--- src/rtl/riscv_pkg.sv ---
// Shared RISC-V decode constants, NOP encoding, pipeline-control FSM states and
// register-usage helpers used by the hazard and forwarding logic.
package riscv_pkg;

    localparam logic [6:0] OPC_LOAD   = 7'b0000011;
    localparam logic [6:0] OPC_STORE  = 7'b0100011;
    localparam logic [6:0] OPC_R      = 7'b0110011;
    localparam logic [6:0] OPC_I      = 7'b0010011;
    localparam logic [6:0] OPC_BRANCH = 7'b1100011;
    localparam logic [6:0] OPC_JALR   = 7'b1100111;

    localparam logic [31:0] NOP_INST = 32'h0000_0013;

    typedef enum logic [1:0] {
        ST_RUN       = 2'd0,
        ST_MEM_WAIT  = 2'd1,
        ST_MEM_ABORT = 2'd2
    } pipe_state_e;

    function automatic logic uses_rs1(input logic [6:0] opc);
        return (opc == OPC_R) || (opc == OPC_I) || (opc == OPC_LOAD) ||
               (opc == OPC_STORE) || (opc == OPC_BRANCH) || (opc == OPC_JALR);
    endfunction

    function automatic logic uses_rs2(input logic [6:0] opc);
        return (opc == OPC_R) || (opc == OPC_STORE) || (opc == OPC_BRANCH);
    endfunction

    function automatic logic is_mem_op(input logic [6:0] opc);
        return (opc == OPC_LOAD) || (opc == OPC_STORE);
    endfunction

endpackage

--- src/rtl/riscv_load_use_det.sv ---
// Combinational load-use detector: a LOAD in EX whose rd feeds a source
// register that the ID instruction really reads.
module riscv_load_use_det
    import riscv_pkg::*;
(
    input  logic [31:0] inst_s2_i,
    input  logic [31:0] inst_s3_i,
    output logic        load_use_o
);

    logic [4:0] rd_s3;
    logic [4:0] rs1_s2;
    logic [4:0] rs2_s2;
    logic       hit_rs1;
    logic       hit_rs2;
    logic       unused_fields;

    assign rd_s3  = inst_s3_i[11:7];
    assign rs1_s2 = inst_s2_i[19:15];
    assign rs2_s2 = inst_s2_i[24:20];

    assign unused_fields = ^{inst_s3_i[31:12], inst_s2_i[31:25], inst_s2_i[14:7]};

    // Only sources the opcode actually reads count; x0 never creates a hazard.
    assign hit_rs1 = uses_rs1(inst_s2_i[6:0]) && (rs1_s2 == rd_s3);
    assign hit_rs2 = uses_rs2(inst_s2_i[6:0]) && (rs2_s2 == rd_s3);

    always_comb begin
        load_use_o = 1'b0;
        if ((inst_s3_i[6:0] == OPC_LOAD) && (rd_s3 != 5'd0)) begin
            load_use_o = hit_rs1 || hit_rs2;
        end
    end

endmodule

--- src/rtl/riscv_pipe_ctrl.sv ---
// Pipeline control for the 5-stage core: stage enables, NOP inserts, PC control,
// data-memory wait/timeout FSM and saturating stall/flush counters.
module riscv_pipe_ctrl
    import riscv_pkg::*;
#(
    parameter int MEM_TIMEOUT = 16,
    parameter int CNT_W       = 16
) (
    input  logic             clk,
    input  logic             rst,
    input  logic [31:0]      inst_s2,
    input  logic [31:0]      inst_s3,
    input  logic [31:0]      inst_s4,
    input  logic             br_taken_s3,
    input  logic             imem_ready,
    input  logic             dmem_ready,
    output logic             pc_en,
    output logic             pc_redirect,
    output logic             en_s12,
    output logic             en_s23,
    output logic             en_s34,
    output logic             en_s45,
    output logic             nop_s12,
    output logic             nop_s23,
    output logic             mem_err,
    output logic [CNT_W-1:0] stall_cnt,
    output logic [CNT_W-1:0] flush_cnt
);

    localparam int         WCNT_W  = 8;
    localparam logic [7:0] TO_LAST = 8'(MEM_TIMEOUT - 1);

    pipe_state_e       state_q, state_d;
    logic [WCNT_W-1:0] wcnt_q, wcnt_d;
    logic              mem_err_q, mem_err_d;
    logic [CNT_W-1:0]  stall_cnt_q, stall_cnt_d;
    logic [CNT_W-1:0]  flush_cnt_q, flush_cnt_d;

    logic load_use;
    logic mem_op_s4;
    logic mem_pending;
    logic freeze;
    logic unused_s4;

    function automatic logic [CNT_W-1:0] sat_inc(input logic [CNT_W-1:0] v);
        return (&v) ? v : v + CNT_W'(1);
    endfunction

    riscv_load_use_det u_load_use_det (
        .inst_s2_i  (inst_s2),
        .inst_s3_i  (inst_s3),
        .load_use_o (load_use)
    );

    assign unused_s4   = ^inst_s4[31:7];
    assign mem_op_s4   = is_mem_op(inst_s4[6:0]);
    assign mem_pending = mem_op_s4 && !dmem_ready;
    // The abort cycle releases the stuck access even though dmem is still not ready.
    assign freeze      = mem_pending && (state_q != ST_MEM_ABORT);

    always_comb begin
        pc_en       = 1'b1;
        pc_redirect = 1'b0;
        en_s12      = 1'b1;
        en_s23      = 1'b1;
        en_s34      = 1'b1;
        en_s45      = 1'b1;
        nop_s12     = 1'b0;
        nop_s23     = 1'b0;
        if (rst || freeze) begin
            pc_en  = 1'b0;
            en_s12 = 1'b0;
            en_s23 = 1'b0;
            en_s34 = 1'b0;
            en_s45 = 1'b0;
        end else if (br_taken_s3) begin
            pc_redirect = 1'b1;
            nop_s12     = 1'b1;
            nop_s23     = 1'b1;
        end else if (load_use) begin
            pc_en   = 1'b0;
            en_s12  = 1'b0;
            nop_s23 = 1'b1;
        end else if (!imem_ready) begin
            pc_en   = 1'b0;
            nop_s12 = 1'b1;
        end
    end

    always_comb begin
        state_d   = state_q;
        wcnt_d    = wcnt_q;
        mem_err_d = mem_err_q;
        unique case (state_q)
            ST_RUN: begin
                if (mem_pending) begin
                    state_d = ST_MEM_WAIT;
                    wcnt_d  = 8'd1;
                end
            end
            ST_MEM_WAIT: begin
                if (dmem_ready) begin
                    state_d = ST_RUN;
                    wcnt_d  = '0;
                end else if (wcnt_q == TO_LAST) begin
                    state_d   = ST_MEM_ABORT;
                    wcnt_d    = '0;
                    mem_err_d = 1'b1;
                end else begin
                    wcnt_d = wcnt_q + 8'd1;
                end
            end
            ST_MEM_ABORT: begin
                state_d = ST_RUN;
                wcnt_d  = '0;
            end
            default: begin
                state_d = ST_RUN;
                wcnt_d  = '0;
            end
        endcase
    end

    always_comb begin
        stall_cnt_d = pc_en ? stall_cnt_q : sat_inc(stall_cnt_q);
        flush_cnt_d = pc_redirect ? sat_inc(flush_cnt_q) : flush_cnt_q;
    end

    always_ff @(posedge clk or posedge rst) begin
        if (rst) begin
            state_q     <= ST_RUN;
            wcnt_q      <= '0;
            mem_err_q   <= 1'b0;
            stall_cnt_q <= '0;
            flush_cnt_q <= '0;
        end else begin
            state_q     <= state_d;
            wcnt_q      <= wcnt_d;
            mem_err_q   <= mem_err_d;
            stall_cnt_q <= stall_cnt_d;
            flush_cnt_q <= flush_cnt_d;
        end
    end

    assign mem_err   = mem_err_q;
    assign stall_cnt = stall_cnt_q;
    assign flush_cnt = flush_cnt_q;

endmodule

--- config.mk ---
export PLATFORM = sky130hd
export DESIGN_NAME = riscv_pipe_ctrl
export DESIGN_NICKNAME = d
export VERILOG_FILES = /design/src/rtl/riscv_pkg.sv /design/src/rtl/riscv_load_use_det.sv /design/src/rtl/riscv_pipe_ctrl.sv
export SDC_FILE = /design/constraint.sdc
export NUM_CORES = 1
export LEC_CHECK = 0
export CORE_MARGIN = 2
export CORE_UTILIZATION = 40
export CTS_CLUSTER_SIZE = 8
export DETAILED_ROUTE_END_ITERATION = 10
export PLACE_DENSITY = 0.86
export REMOVE_ABC_BUFFERS = 1
export SLEW_MARGIN = 20
export SYNTH_ARGS = -nofsm -noshare
export SYNTH_HDL_FRONTEND = slang
export SYNTH_SLANG_ARGS = --single-unit
export TNS_END_PERCENT = 100
--- constraint.sdc ---
create_clock -name clk -period 5.7 [get_ports clk]
set_clock_uncertainty 0.05 [all_clocks]
set_input_delay 0.855 -clock clk [delete_from_list [all_inputs] [get_ports clk]]
set_output_delay 0.855 -clock clk [all_outputs]
set_load 0.02 [all_outputs]
==> results_dict.tcl <==
set metrics [dict create \
    status "complete, no violations" \
    post-route-util 0.5825 \
    critPathMaxFanout 3 \
    setup_viol 0 \
    drt-pass1-iter-count 4 \
    overflow 0 \
    critPathRequiredTime_ns 4.80 \
    synth_xor_area_frac 0.1655 \
    yosys.area_share.simple 0.2461 \
    crit_path_end_kind "output pin" \
    fmax_mhz 245.8 \
    ys_seq_area_frac 0.4621 \
    synth_top_family_by_area "simple AND/OR/NAND/NOR gates" \
    cts_resized 0 \
    synth-seq-cells 43 \
    rsz0062_at_grt "false" \
    vias 1914 \
    antenna_found_initial 0 \
    final_area_mm2 0.003247 \
    clockBufferDepth 2 \
    path_buf_inv 2 \
    reg2reg_slack_ns 3.17 \
    path_class "input port to output pin" \
    netlist_area_mm2 0.002328 \
    power_density_mw_per_mm2 277.2 \
    clk_pin_slew_ns 0.07 \
    max_stage_delay_ns 0.62 \
    totalWireLength_mm 4.953 \
    synth.distinct_cells 42 \
    max_slew.worst_pin.slew_ns 0.6778 \
    ir_drop_v 0.0002446 \
    crit_top_cell "clkdlybuf4s50_1" \
    cts.sink_count 43 \
    place_congestion 0.7516 \
    grt.met3_usage 0.04944 \
    fillers 490 \
    synthesis.instances 226 \
    grtUsageMet2 0.2808 \
    maxCapViolCount 0 \
    placed_area_mm2 0.003159 \
    nets 410 \
    area_growth_pct 39.44 \
    die_area_mm2 0.006447 \
    finalHoldViolCount 0 \
    cts_root_buffer "clkbuf_8" \
    avgViaCountPerCell 5.063 \
    startpoint_type "input port" \
    fin_crit_ns 4.068 \
    routed_wire_length_per_instance_um 13.10 \
    grt_pass1_vias 1890 \
    core.rowCount 27 \
    dp_hpwl_mm 3.837 \
    drc 0 \
    postLayoutSetupSlackWorst_ns 1.632 \
    synth_fa_ha_area_frac 0.01612 \
    cp_data_arrival_time_ns 3.16 \
    timing.slew.headroom 0.5446 \
    ios 142 \
    start_util 0.4177 \
    layout-drive-gt1-share 0.07516 \
    diodes 0 \
    io_buffers 80 \
    drv_slew 0 \
    yosys-mux-area-fraction 0.009672 \
    cp_top_family "buffers and inverters" \
    synth_warnings 0 \
    coreArea_mm2 0.005574 \
    setup_tns_ns 0 \
    grt_max_degree 45 \
    cts_tree "yes" \
    grt_usage 0.1684 \
    hold_buffers 0 \
    cts_buffers 5 \
    synth_compound_area_frac 0.06502 \
    postCtsSetupBuffers 0 \
    clkLatencyLatePin_ns 0.29 \
    dp_slack_ns 1.607 \
    syn_avg_cell_area_um2 10.30 \
    grt_pass1_wl_mm 8.569 \
    holdCritPathClass "flip-flop to flip-flop" \
    ant_nets 0 \
    p_leak_nw 1.330 \
    min_period_over_period 0.7138 \
    die_h_um 80.30 \
    die_w_um 80.30 \
    use_met1 0.2150 \
    drt_iter0_markers 115 \
    cp_slowest_cell "clkdlybuf4s50_1" \
    globalRoute.busiestLayer "met2" \
    path_cells "clkdlybuf4s50_1, or4_1, o211ai_1, or2_2, a21oi_1, nor2b_1, clkdlybuf4s50_1" \
    ctsHtreeMaxLevel 2 \
]
cells by family after synthesis:
kind of cell / after synthesis
buffers and inverters: 12
adder cells (fa/ha/maj): 3
flip-flops: 43
multiplexers: 2
XOR/XNOR: 44
AO/OA/AOI/OAI: 21
AND/OR/NAND/NOR: 101
final timing paths:
kind,end,depth (start not counted),start
min,mem_err$_DFFE_PP0P_,1,mem_err$_DFFE_PP0P_
max in group asynchronous,wcnt_q[3]$_DFFE_PP0P_,3,rst
max,pc_en,7,inst_s3[8]
min in group asynchronous,state_q[1]$_DFFE_PP0P_,3,rst
max reg2reg,stall_cnt[1]$_DFFE_PP0P_,7,stall_cnt[0]$_DFFE_PP0P_
min reg2reg,mem_err$_DFFE_PP0P_,1,mem_err$_DFFE_PP0P_
flip-flops by register name, indices dropped and copies added (netlist names):
register	count
flush_cnt	16
stall_cnt	16
wcnt_q	8
state_q	2
mem_err	1
area by class of cell:
type                    instances  area, µm²  share of cell area
clock inverters                 1      5.005            0.001541
clock buffers                   6      82.58             0.02543
well taps                      72      90.09             0.02775
multi-input cells             171       1170              0.3603
inverters                       4      15.01            0.004624
repair buffers                 81      808.3              0.2489
flip-flops and latches         43       1076              0.3314
metrics by stage:
step / instances / power (mW) / hold slack (ns)
2_1_floorplan: 218 / 0.5586 / 0.4106
3_3_place_gp: 371 / 0.7016 / 0.4066
3_5_place_dp: 371 / 0.7112 / 0.4163
4_1_cts: 378 / 0.9055 / 0.4334
5_1_grt: 378 / 0.9497 / 0.4408
6_report: 378 / 0.9000 / 0.4303
metal layers:
metal  wire length, µm  vias up  part of all wire
met4                48        0            0.0097
met1              2220      904              0.45
met2              2335       65              0.47
met3               348        4             0.070
met5                 0        -                 0
li1                  -      941                 -
power by group:
| part | internal [mW] | switching, mW | leakage, nW |
|---|---|---|---|
| Clock | 0.0952 | 0.101 | 0.0470 |
| Sequential | 0.351 | 0.0595 | 0.577 |
| Combinational | 0.155 | 0.138 | 0.706 |
| Total | 0.601 | 0.299 | 1.33 |
synthesized netlist by cell type (all sizes together):
cell type / instances / area [µm²]
o41a: 1 / 21.27
nand4: 9 / 56.30
dfrtp: 43 / 1076
and2: 1 / 6.260
xnor2: 26 / 227.7
and4: 3 / 26.28
buf: 7 / 63.81
clkbuf: 1 / 3.750
nor3b: 2 / 15.01
or4: 2 / 18.77
o31ai: 1 / 7.510
or2: 5 / 31.28
nor4: 3 / 18.77
nor2: 17 / 63.81
xor2: 18 / 157.7
inv: 4 / 15.01
o21a: 3 / 22.52
a21oi: 4 / 23.77
nor3: 5 / 25.02
a22oi: 1 / 7.510
nand4bb: 1 / 11.26
nand2: 20 / 75.07
and3: 8 / 50.05
mux2: 2 / 22.52
nor2b: 4 / 25.02
nor4b: 1 / 8.760
o41ai: 1 / 8.760
ha: 3 / 37.54
o211ai: 2 / 20.02
nand3: 18 / 125.1
nand2b: 1 / 6.260
o21ai: 8 / 40.04
or4b: 1 / 10.01
cell usage in the layout (no fill, tap or decap), types with 8 or more instances in the layout:
cell / instances
nand2_1: 20
nand4_1: 9
nand3_1: 11
dfrtp_1: 43
o21ai_0: 8
xor2_1: 18
xnor2_1: 26
and3_1: 8
clkdlybuf4s50_1: 80
nor2_1: 17
worst register-to-register path, cell delays in order, from the launching register on:
cell and delay [ns]:
dfrtp_1 0.42, ha_1 0.19, and3_1 0.35, nand2_1 0.09
nor3_1 0.33, nor4_1 0.08, or2_1 0.50, mux2_1 0.42
No activity file was read; power rests on OpenSTA's default activity.
